$ cat config.mk
export PLATFORM = sky130hd
export DESIGN_NAME = pipe_hazard_ctrl
export DESIGN_NICKNAME = d
export VERILOG_FILES = /design/src/rtl/pipe_hazard_ctrl.sv
export SDC_FILE = /design/constraint.sdc
export NUM_CORES = 1
export LEC_CHECK = 0
export CAP_MARGIN = 20
export CORE_MARGIN = 2
export CORE_UTILIZATION = 40
export CTS_BUF_LIST = sky130_fd_sc_hd__clkbuf_2 sky130_fd_sc_hd__clkbuf_4 sky130_fd_sc_hd__clkbuf_8
export CTS_CLUSTER_SIZE = 24
export DETAILED_ROUTE_END_ITERATION = 6
export PLACE_DENSITY = 0.66
export SLEW_MARGIN = 20
export SYNTH_ARGS = -nofsm -noshare
export SYNTH_HDL_FRONTEND = slang
export SYNTH_SLANG_ARGS = --single-unit
$ cat constraint.sdc
create_clock -name clk -period 1.85 [get_ports clk]
set_clock_uncertainty 0.15 [all_clocks]
set_input_delay 0.2775 -clock clk [delete_from_list [all_inputs] [get_ports clk]]
set_output_delay 0.2775 -clock clk [all_outputs]
set_load 0.02 [all_outputs]
$ cat src/rtl/pipe_hazard_ctrl.sv
// pipe_hazard_ctrl: hazard and forwarding control for an in-order pipeline
// (IF, ID, EX, MEM x MEM_STAGES, WB). Tracks in-flight instructions from EX to
// WB, raises load-use stalls, selects EX forwarding sources, bypasses WB data
// into ID, flushes on taken branches and drains the pipe on a halting ecall.
// Optional feature: define HAZ_PERF_CNT_EN to add stall/flush counters.
module pipe_hazard_ctrl #(
    parameter int MEM_STAGES = 1,
    parameter int RA_W       = 5,
    parameter int SEL_W      = $clog2(MEM_STAGES + 3)
) (
    input  logic             clk,
    input  logic             reset,
    input  logic             id_valid,
    input  logic [RA_W-1:0]  id_rs1,
    input  logic [RA_W-1:0]  id_rs2,
    input  logic             id_use_rs1,
    input  logic             id_use_rs2,
    input  logic [RA_W-1:0]  id_rd,
    input  logic             id_reg_write,
    input  logic             id_mem_read,
    input  logic             id_halt,
    input  logic             ex_branch_taken,
    output logic             stall_pc,
    output logic             stall_if_id,
    output logic             flush_if_id,
    output logic             bubble_id_ex,
    output logic [SEL_W-1:0] fwd_rs1_sel,
    output logic [SEL_W-1:0] fwd_rs2_sel,
    output logic             id_bypass_rs1,
    output logic             id_bypass_rs2,
`ifdef HAZ_PERF_CNT_EN
    output logic [31:0]      perf_stall_cycles,
    output logic [31:0]      perf_flushes,
`endif
    output logic             is_halted
);

    // Slot 0 is EX, slot N-1 is WB.
    localparam int N = MEM_STAGES + 2;

    typedef struct packed {
        logic            valid;
        logic [RA_W-1:0] rd;
        logic            reg_write;
        logic            mem_read;
        logic            halt;
        logic [RA_W-1:0] rs1;
        logic [RA_W-1:0] rs2;
        logic            use_rs1;
        logic            use_rs2;
    } slot_t;

    typedef enum logic [1:0] {
        ST_RUN    = 2'd0,
        ST_DRAIN  = 2'd1,
        ST_HALTED = 2'd2
    } state_t;

    slot_t  r_slot [N];
    state_t r_state;
    state_t w_state_next;
    logic   r_is_halted;
    logic   w_load_use;
    logic   w_flush;
    logic   w_accept;
    slot_t  w_id_entry;

    // A slot produces register r when it will write a non-zero rd equal to r.
    function automatic logic f_produces(input slot_t s, input logic [RA_W-1:0] r);
        return s.valid && s.reg_write && (s.rd == r) && (s.rd != '0);
    endfunction

    // Load-use hazard: ID reads a register that a load still in EX..MEM_STAGES-1 writes.
    always_comb begin
        // NOTE: every signal written in always_comb gets a default first; a path that skips the assignment would infer a latch.
        w_load_use = 1'b0;
        for (int k = 0; k < MEM_STAGES; k++) begin
            if (r_slot[k].mem_read &&
                ((id_use_rs1 && f_produces(r_slot[k], id_rs1)) ||
                 (id_use_rs2 && f_produces(r_slot[k], id_rs2)))) begin
                w_load_use = 1'b1;
            end
        end
        w_load_use = w_load_use && id_valid;
    end

    assign w_flush  = ex_branch_taken && r_slot[0].valid;
    assign w_accept = id_valid && !w_load_use && !w_flush && (r_state == ST_RUN);

    // Forwarding for the EX operands: scan oldest to youngest so the youngest producer wins.
    always_comb begin
        fwd_rs1_sel = '0;
        fwd_rs2_sel = '0;
        for (int k = N - 1; k >= 1; k--) begin
            if (r_slot[0].valid && r_slot[0].use_rs1 && f_produces(r_slot[k], r_slot[0].rs1)) begin
                fwd_rs1_sel = SEL_W'(k);
            end
            if (r_slot[0].valid && r_slot[0].use_rs2 && f_produces(r_slot[k], r_slot[0].rs2)) begin
                fwd_rs2_sel = SEL_W'(k);
            end
        end
    end

    assign id_bypass_rs1 = id_use_rs1 && f_produces(r_slot[N-1], id_rs1);
    assign id_bypass_rs2 = id_use_rs2 && f_produces(r_slot[N-1], id_rs2);

    // Entry loaded into slot 0: the ID instruction when accepted, otherwise a bubble.
    always_comb begin
        w_id_entry = '0;
        if (w_accept) begin
            w_id_entry.valid     = 1'b1;
            w_id_entry.rd        = id_rd;
            w_id_entry.reg_write = id_reg_write;
            w_id_entry.mem_read  = id_mem_read;
            w_id_entry.halt      = id_halt;
            w_id_entry.rs1       = id_rs1;
            w_id_entry.rs2       = id_rs2;
            w_id_entry.use_rs1   = id_use_rs1;
            w_id_entry.use_rs2   = id_use_rs2;
        end
    end

    // Advance the in-flight slot chain by one stage every cycle.
    always_ff @(posedge clk or posedge reset) begin
        if (reset) begin
            // NOTE: every slot is cleared on reset; a stale valid bit would raise phantom stalls and forwards.
            for (int k = 0; k < N; k++) begin
                r_slot[k] <= '0;
            end
        end else begin
            // NOTE: non-blocking assignments make every slot shift from its pre-edge neighbour.
            r_slot[0] <= w_id_entry;
            for (int k = 1; k < N; k++) begin
                r_slot[k] <= r_slot[k-1];
            end
        end
    end

    // FSM state register plus sticky halted flag, set one edge after HALTED is entered.
    always_ff @(posedge clk or posedge reset) begin
        if (reset) begin
            r_state     <= ST_RUN;
            r_is_halted <= 1'b0;
        end else begin
            r_state     <= w_state_next;
            r_is_halted <= r_is_halted || (r_state == ST_HALTED);
        end
    end

    // FSM next state and pipeline control outputs; a taken branch overrides the load-use stall.
    always_comb begin
        w_state_next = r_state;
        stall_pc     = w_load_use && !w_flush;
        stall_if_id  = w_load_use && !w_flush;
        flush_if_id  = w_flush;
        bubble_id_ex = w_load_use || w_flush;
        case (r_state)
            ST_RUN: begin
                if (w_accept && id_halt) begin
                    w_state_next = ST_DRAIN;
                end
            end
            ST_DRAIN: begin
                stall_pc     = 1'b1;
                bubble_id_ex = 1'b1;
                if (r_slot[N-1].valid && r_slot[N-1].halt) begin
                    w_state_next = ST_HALTED;
                end
            end
            ST_HALTED: begin
                stall_pc = 1'b1;
            end
            default: begin
                w_state_next = ST_RUN;
            end
        endcase
    end

    assign is_halted = r_is_halted;

`ifdef HAZ_PERF_CNT_EN
    logic [31:0] r_perf_stall;
    logic [31:0] r_perf_flush;

    // Count load-use stall cycles and taken-branch flushes; frozen once halted.
    always_ff @(posedge clk or posedge reset) begin
        if (reset) begin
            r_perf_stall <= '0;
            r_perf_flush <= '0;
        end else if (r_state != ST_HALTED) begin
            if (w_load_use && !w_flush) begin
                r_perf_stall <= r_perf_stall + 32'd1;
            end
            if (w_flush) begin
                r_perf_flush <= r_perf_flush + 32'd1;
            end
        end
    end

    assign perf_stall_cycles = r_perf_stall;
    assign perf_flushes      = r_perf_flush;
`endif

endmodule

# Yosys cells after proc, flatten, opt, wreduce, memory -nomap -nowiden
# Cells that the tools add are included.
[word_totals] regBits=40 latchBits=0 ram_bits=0 mem_bits_ro=0 n_memories=0
[op_classes] addsub=0 multipliers=0 n_div=0 order_cmp=0 n_eq_ne=12 shift=0 muxes=11 n_bitwise=1 reduce_logical=49
[op_table] operator="== test 5 bit" count=8
[op_table] operator="logical AND 1 bit" count=38
[op_table] operator="2-to-1 mux 21 bit" count=1
[op_table] operator="nonzero test 5 bit" count=3
[op_table] operator="2-to-1 mux 2 bit" count=6
[op_table] operator="one-hot mux 2 bit (3 select lines)" count=1
[op_table] operator="logical OR 1 bit" count=3
[op_table] operator="2-to-1 mux 1 bit" count=3
[op_table] operator="AND reduction 3 bit" count=1
[op_table] operator="== test 2 x 1 -> 1 bit, second input constant" count=1
[op_table] operator="== test 2 bit, second input constant" count=1
[op_table] operator="zero test 1 bit" count=2
[op_table] operator="zero test 2 bit" count=1
[op_table] operator="!= test 2 x 1 -> 1 bit, second input constant" count=1
[op_table] operator="!= test 2 bit, second input constant" count=1
[op_table] operator="OR reduction 2 bit" count=1
[op_table] operator="NOT 1 bit" count=1

# Longest topological paths before layout
# Gate-level depths: netlist of the first run.
[logic_depth] depth_word=15 mapped_depth=7 mapped_depth_nobuf=7

# Worst setup path before layout of the first run
# No wires, ideal clock.
[synth_timing] path_type="reg2out" start="reg r_slot[58] (netlist name)" end="out stall_pc" arrival_ns=1.745 t_required_ns=1.422 slack_ns=-0.322 path_stages_with_launch=7 n_path_buf=0 path_cell_list="dfrtp_1 xnor2_1 nand4_1 o22ai_1 nand2b_1 nor3_1 or2_1"
[synth_via] elab_chain_cells=10
[synth_lines] item="start, declared" line_no="59" source="slot_t r_slot [N];"
[synth_lines] item="start signal, assigned by index" line_no="134" source="r_slot[k] <= r_slot[k-1];"
[synth_lines] item="== test 5 bit" line_no="70" source="return s.valid && s.reg_write && (s.rd == r) && (s.rd != '0);"
[synth_lines] item="logical AND 1 bit (2 in a row)" line_no="70"
[synth_lines] item="logical AND 1 bit (on tied branches)" line_no="79, 80"
[synth_lines] item="logical OR 1 bit (*)" line_no="79" source="((id_use_rs1 && f_produces(r_slot[k], id_rs1)) ||"
[synth_lines] item="logical AND 1 bit (*)" line_no="78" source="if (r_slot[k].mem_read &&"
[synth_lines] item="2-to-1 mux 1 bit (*)" line_no="78"
[synth_lines] item="logical AND 1 bit (*)" line_no="84" source="w_load_use = w_load_use && id_valid;"
[synth_lines] item="logical AND 1 bit (*)"
[synth_lines] item="net stall_if_id" line_no="24" source="output logic stall_if_id,"
[synth_lines] item="2-to-1 mux 1 bit (*)" line_no="157" source="case (r_state)"
[synth_lines] item="end, declared" line_no="23" source="output logic stall_pc,"
# The timed path passes the listed nets; every way through them passes the cells marked *.

# Worst setup path after layout of the first run
[layout_timing] start="reg r_slot[59] (netlist name)" end="out stall_pc"
[layout_via] elab_chain_cells=10
[layout_lines] item="== test 5 bit" line_no="70"
[layout_lines] item="logical AND 1 bit (2 in a row)" line_no="70"
[layout_lines] item="logical AND 1 bit (on tied branches)" line_no="79, 80"
[layout_lines] item="logical OR 1 bit (*)" line_no="79"
[layout_lines] item="logical AND 1 bit (*)" line_no="78"
[layout_lines] item="2-to-1 mux 1 bit (*)" line_no="78"
[layout_lines] item="logical AND 1 bit (*)" line_no="84"
[layout_lines] item="logical AND 1 bit (*)" line_no="153" source="stall_pc = w_load_use && !w_flush;"
[layout_lines] item="2-to-1 mux 1 bit (*)" line_no="157"
# Every way passes the cells marked *; elsewhere a longest branch is shown, timed or not.

==> results.md, run 1 <==
* Run status: finished, violations left
* Failing checks: setup timing
* Worst reg2reg setup slack at -250 ps
* Worst hold-check path type: flop to flop
* Sequential fraction of the synthesis area at 53.5%
* Crit path to: stall_pc
* #FFs+latches synth at 40
* Worst EP required at 1420 ps
* Antenna viol nets, final at 0
* CP max stage cell: or4_4
* # H-tree levels at 2
* Commonest cells in the synthesized netlist: dfrtp_1 (40), xnor2_1 (36), and2_1 (20), nand2_1 (9), nand4_1 (8)
* CTS root buffer: clkbuf_8
* Post-Synthesis Cells at 162
* Number of remaining DRC errors at 0
* Row count at 24
* Post-Syn Area per Cell at 11.5 sq um
* Cells along the critical path: or4_4 > o2111ai_4 > nand2b_4 > nor3_2 > or2_4 > buf_6
* Crit path DAT at 2000 ps
* Routed vias/inst at 4.98
* Port bufs at 34
* Period Utilization, post-route at 131%
* CTS Buf Count at 5
* Routed WL at 5160 um
* Die height at 72.4 um
* I/O pin cnt at 35
* DR iter-0 viols at 117
* Critical path origin: r_slot[59]
* Syn-to-layout area delta at 61.7%
* Count of different cell masters after synthesis at 26
* Layout cell share with drive strength beyond 1 at 45.8%
* First-pass GRT wire length at 8380 um
* RSZ-0062 raised after global routing: true
* Non-Filler Instances at 312
* Crit Path Category: flop to output pin
* Internal at 1.21 mW
* TritonCTS clock tree: built
* Clock power share at 36.1%
* CP Launch Type: flop
* Post-DP HPWL at 3630 um
* VDD IR max at 0.318 mV
* Core area at 4410 sq um
* Synth Cell Area at 1870 sq um
* Fin. Hold Viols at 0
* Die W at 72.4 um
* All-Layer GR Usage at 21.7%
* Final setup fails at 32
* Vias in the first global route at 1741
* Minimum clock period at 2430 ps
* Max frequency at 411 MHz
* R2R depth at 7
* Synthesized netlist net count at 190
* Clock latency on the worst-skew pair at 300 ps
* Crit-path max cell delay at 550 ps
* Initial core utilization at 42.3%
* Synth area leaders: dfrtp_1 (54%), xnor2_1 (17%), and2_1 (6.7%)
* Die area at 5240 sq um
* DR WL/cell at 16.6 um
* Psw at 363 uW
* CP Capture Type: output pin
* Count leader, synth: dfrtp_1
* PD cells at 521 nW/um^2
* Clock Path Buffers at 2
* Final Max Tran Viols at 0
* Initial antenna violation count at 0
* Placed cell count at 287
* Ys async rst share at 100%
* Leakage dissipation at 1.46 nW
* R2R Path End: r_slot[53]
* Number of synthesized flops with an enable pin at 0
* Fraction of power consumed by sequential logic at 55.5%
* Dpl ws at -958 ps
* Diode count at 0
* Synth warn at 0
* Largest area contributor in the netlist: dfrtp_1
* Worst r2r src: r_slot[59]
* Global placer's final weighted congestion at 0.793
* Total power at 1.57 mW
* NumNets Final at 287
* Post-synth top flop: dfrtp_1
* CTS sink count at 40
* Max FO, Critical Path at 2
* Sw Ratio at 23.0%
* Worst Slack Setup Final at -581 ps
* # hold bufs at CTS at 0
* DRT Pass-1 Iters at 4
* Vias at 1555
* Clock transition at path regs at 80 ps
* Global route total overflow at 0
* Share of the synthesized area in the top cell type at 53.5%
* Largest net degree at the start of global routing at 41
* Max-cap violations at 0
* Worst Max-Slew Pin Slew at 486 ps
* Max-Slew Margin vs Limit at 67.6%
* Logic gate share of total power at 8.4%
-- cell usage in the layout, fill, tap and decap left out, types with 2 or more instances in the layout --
cell / instances
clkinv_2: 2
nand2_1: 9
or4_4: 5
dfrtp_1: 40
buf_6: 11
and2_4: 13
buf_4: 57
nor4_4: 2
xnor2_2: 5
nand4_1: 8
inv_1: 6
ha_1: 4
xor2_1: 4
nor3_2: 2
and4_4: 4
clkdlybuf4s50_1: 23
nor2_4: 2
o211ai_1: 3
and2_1: 7
xnor2_1: 31
clkbuf_8: 5
-- worst min-delay path by stage --
stage                from          to  slack, ps  cells after the start
5_1_grt        r_slot[54]  r_slot[33]        210                      0
2_1_floorplan  r_slot[33]  r_slot[12]        180                      0
6_report       r_slot[54]  r_slot[33]        200                      0
4_1_cts        r_slot[54]  r_slot[33]        200                      0
3_5_place_dp   r_slot[54]  r_slot[33]        190                      0
3_3_place_gp   r_slot[33]  r_slot[12]        180                      0
-- logic make-up after synthesis --
family | synth area share [%]
AND/OR/NAND/NOR | 17.5
XOR/XNOR | 18.7
flip-flops | 53.5
buffers and inverters | 3.41
AO/OA/AOI/OAI | 4.15
adder cells (fa/ha/maj) | 2.68
-- sequential cells by signal, indices dropped and copies added (netlist names) --
register,flops
is_halted,1
r_slot,37
r_state,2
-- area by class of cell --
class | instances | area [sq um]
inverters | 6 | 22.5
repair buffers | 94 | 805
fillers | 325 | 1390
clock buffers | 5 | 68.8
flip-flops and latches | 40 | 1000
multi-input cells | 112 | 1040
well taps | 52 | 65.1
clock inverters | 3 | 18.8
-- through the flow --
step	setup TNS (ps)	util, %	instance area (sq um)	hold WS [ps]
finish	-9020	68.5	3020	203
floorplan	-1690	-	1930	181
global route	-10840	68.5	3020	213
CTS	-7560	65.7	2900	205
global placement	-13160	59.6	2630	183
detailed placement	-13410	59.6	2630	189
-- critical path: cells and delay by family (launching register included) --
kind | cells | cell delay [ps]
AOI/OAI and AO/OA | 1 | 210
buffers and inverters | 1 | 130
DFF | 1 | 380
and+or+nand+nor | 4 | 990
-- metal layers --
metal / up-vias / global-route usage (%) / share of wire (%)
li1: 736 / - / -
met1: 774 / 25.2 / 41
met2: 32 / 39.2 / 54
met3: 13 / 3.47 / 2.3
met4: 0 / 9.85 / 2.5
met5: - / 0 / 0
-- timing repair --
item / in CTS / in global routing
gates resized for setup: 70 / 26
endpoints found under the setup margin: 33 / 33
pin swaps: 12 / 18
cloned: 3 / 0
setup buffers: 11 / 3
-- power groups by stage --
stage | Clock, mW | Combinational, mW | Sequential (mW)
global route | 0.615 | 0.143 | 0.873
CTS | 0.582 | 0.128 | 0.873
finish | 0.569 | 0.132 | 0.874
floorplan | 0 | 0.0381 | 0.891
detailed placement | 0 | 0.124 | 0.891
global placement | 0 | 0.122 | 0.891
Note: power is estimated with default switching activity, not from simulation.
==> inputs of run 2 (changes only) <==
- SLEW_MARGIN: 20 -> 25
==> results of run 2 <==
Final layout, timing and power as in run 1 (identical DEF).
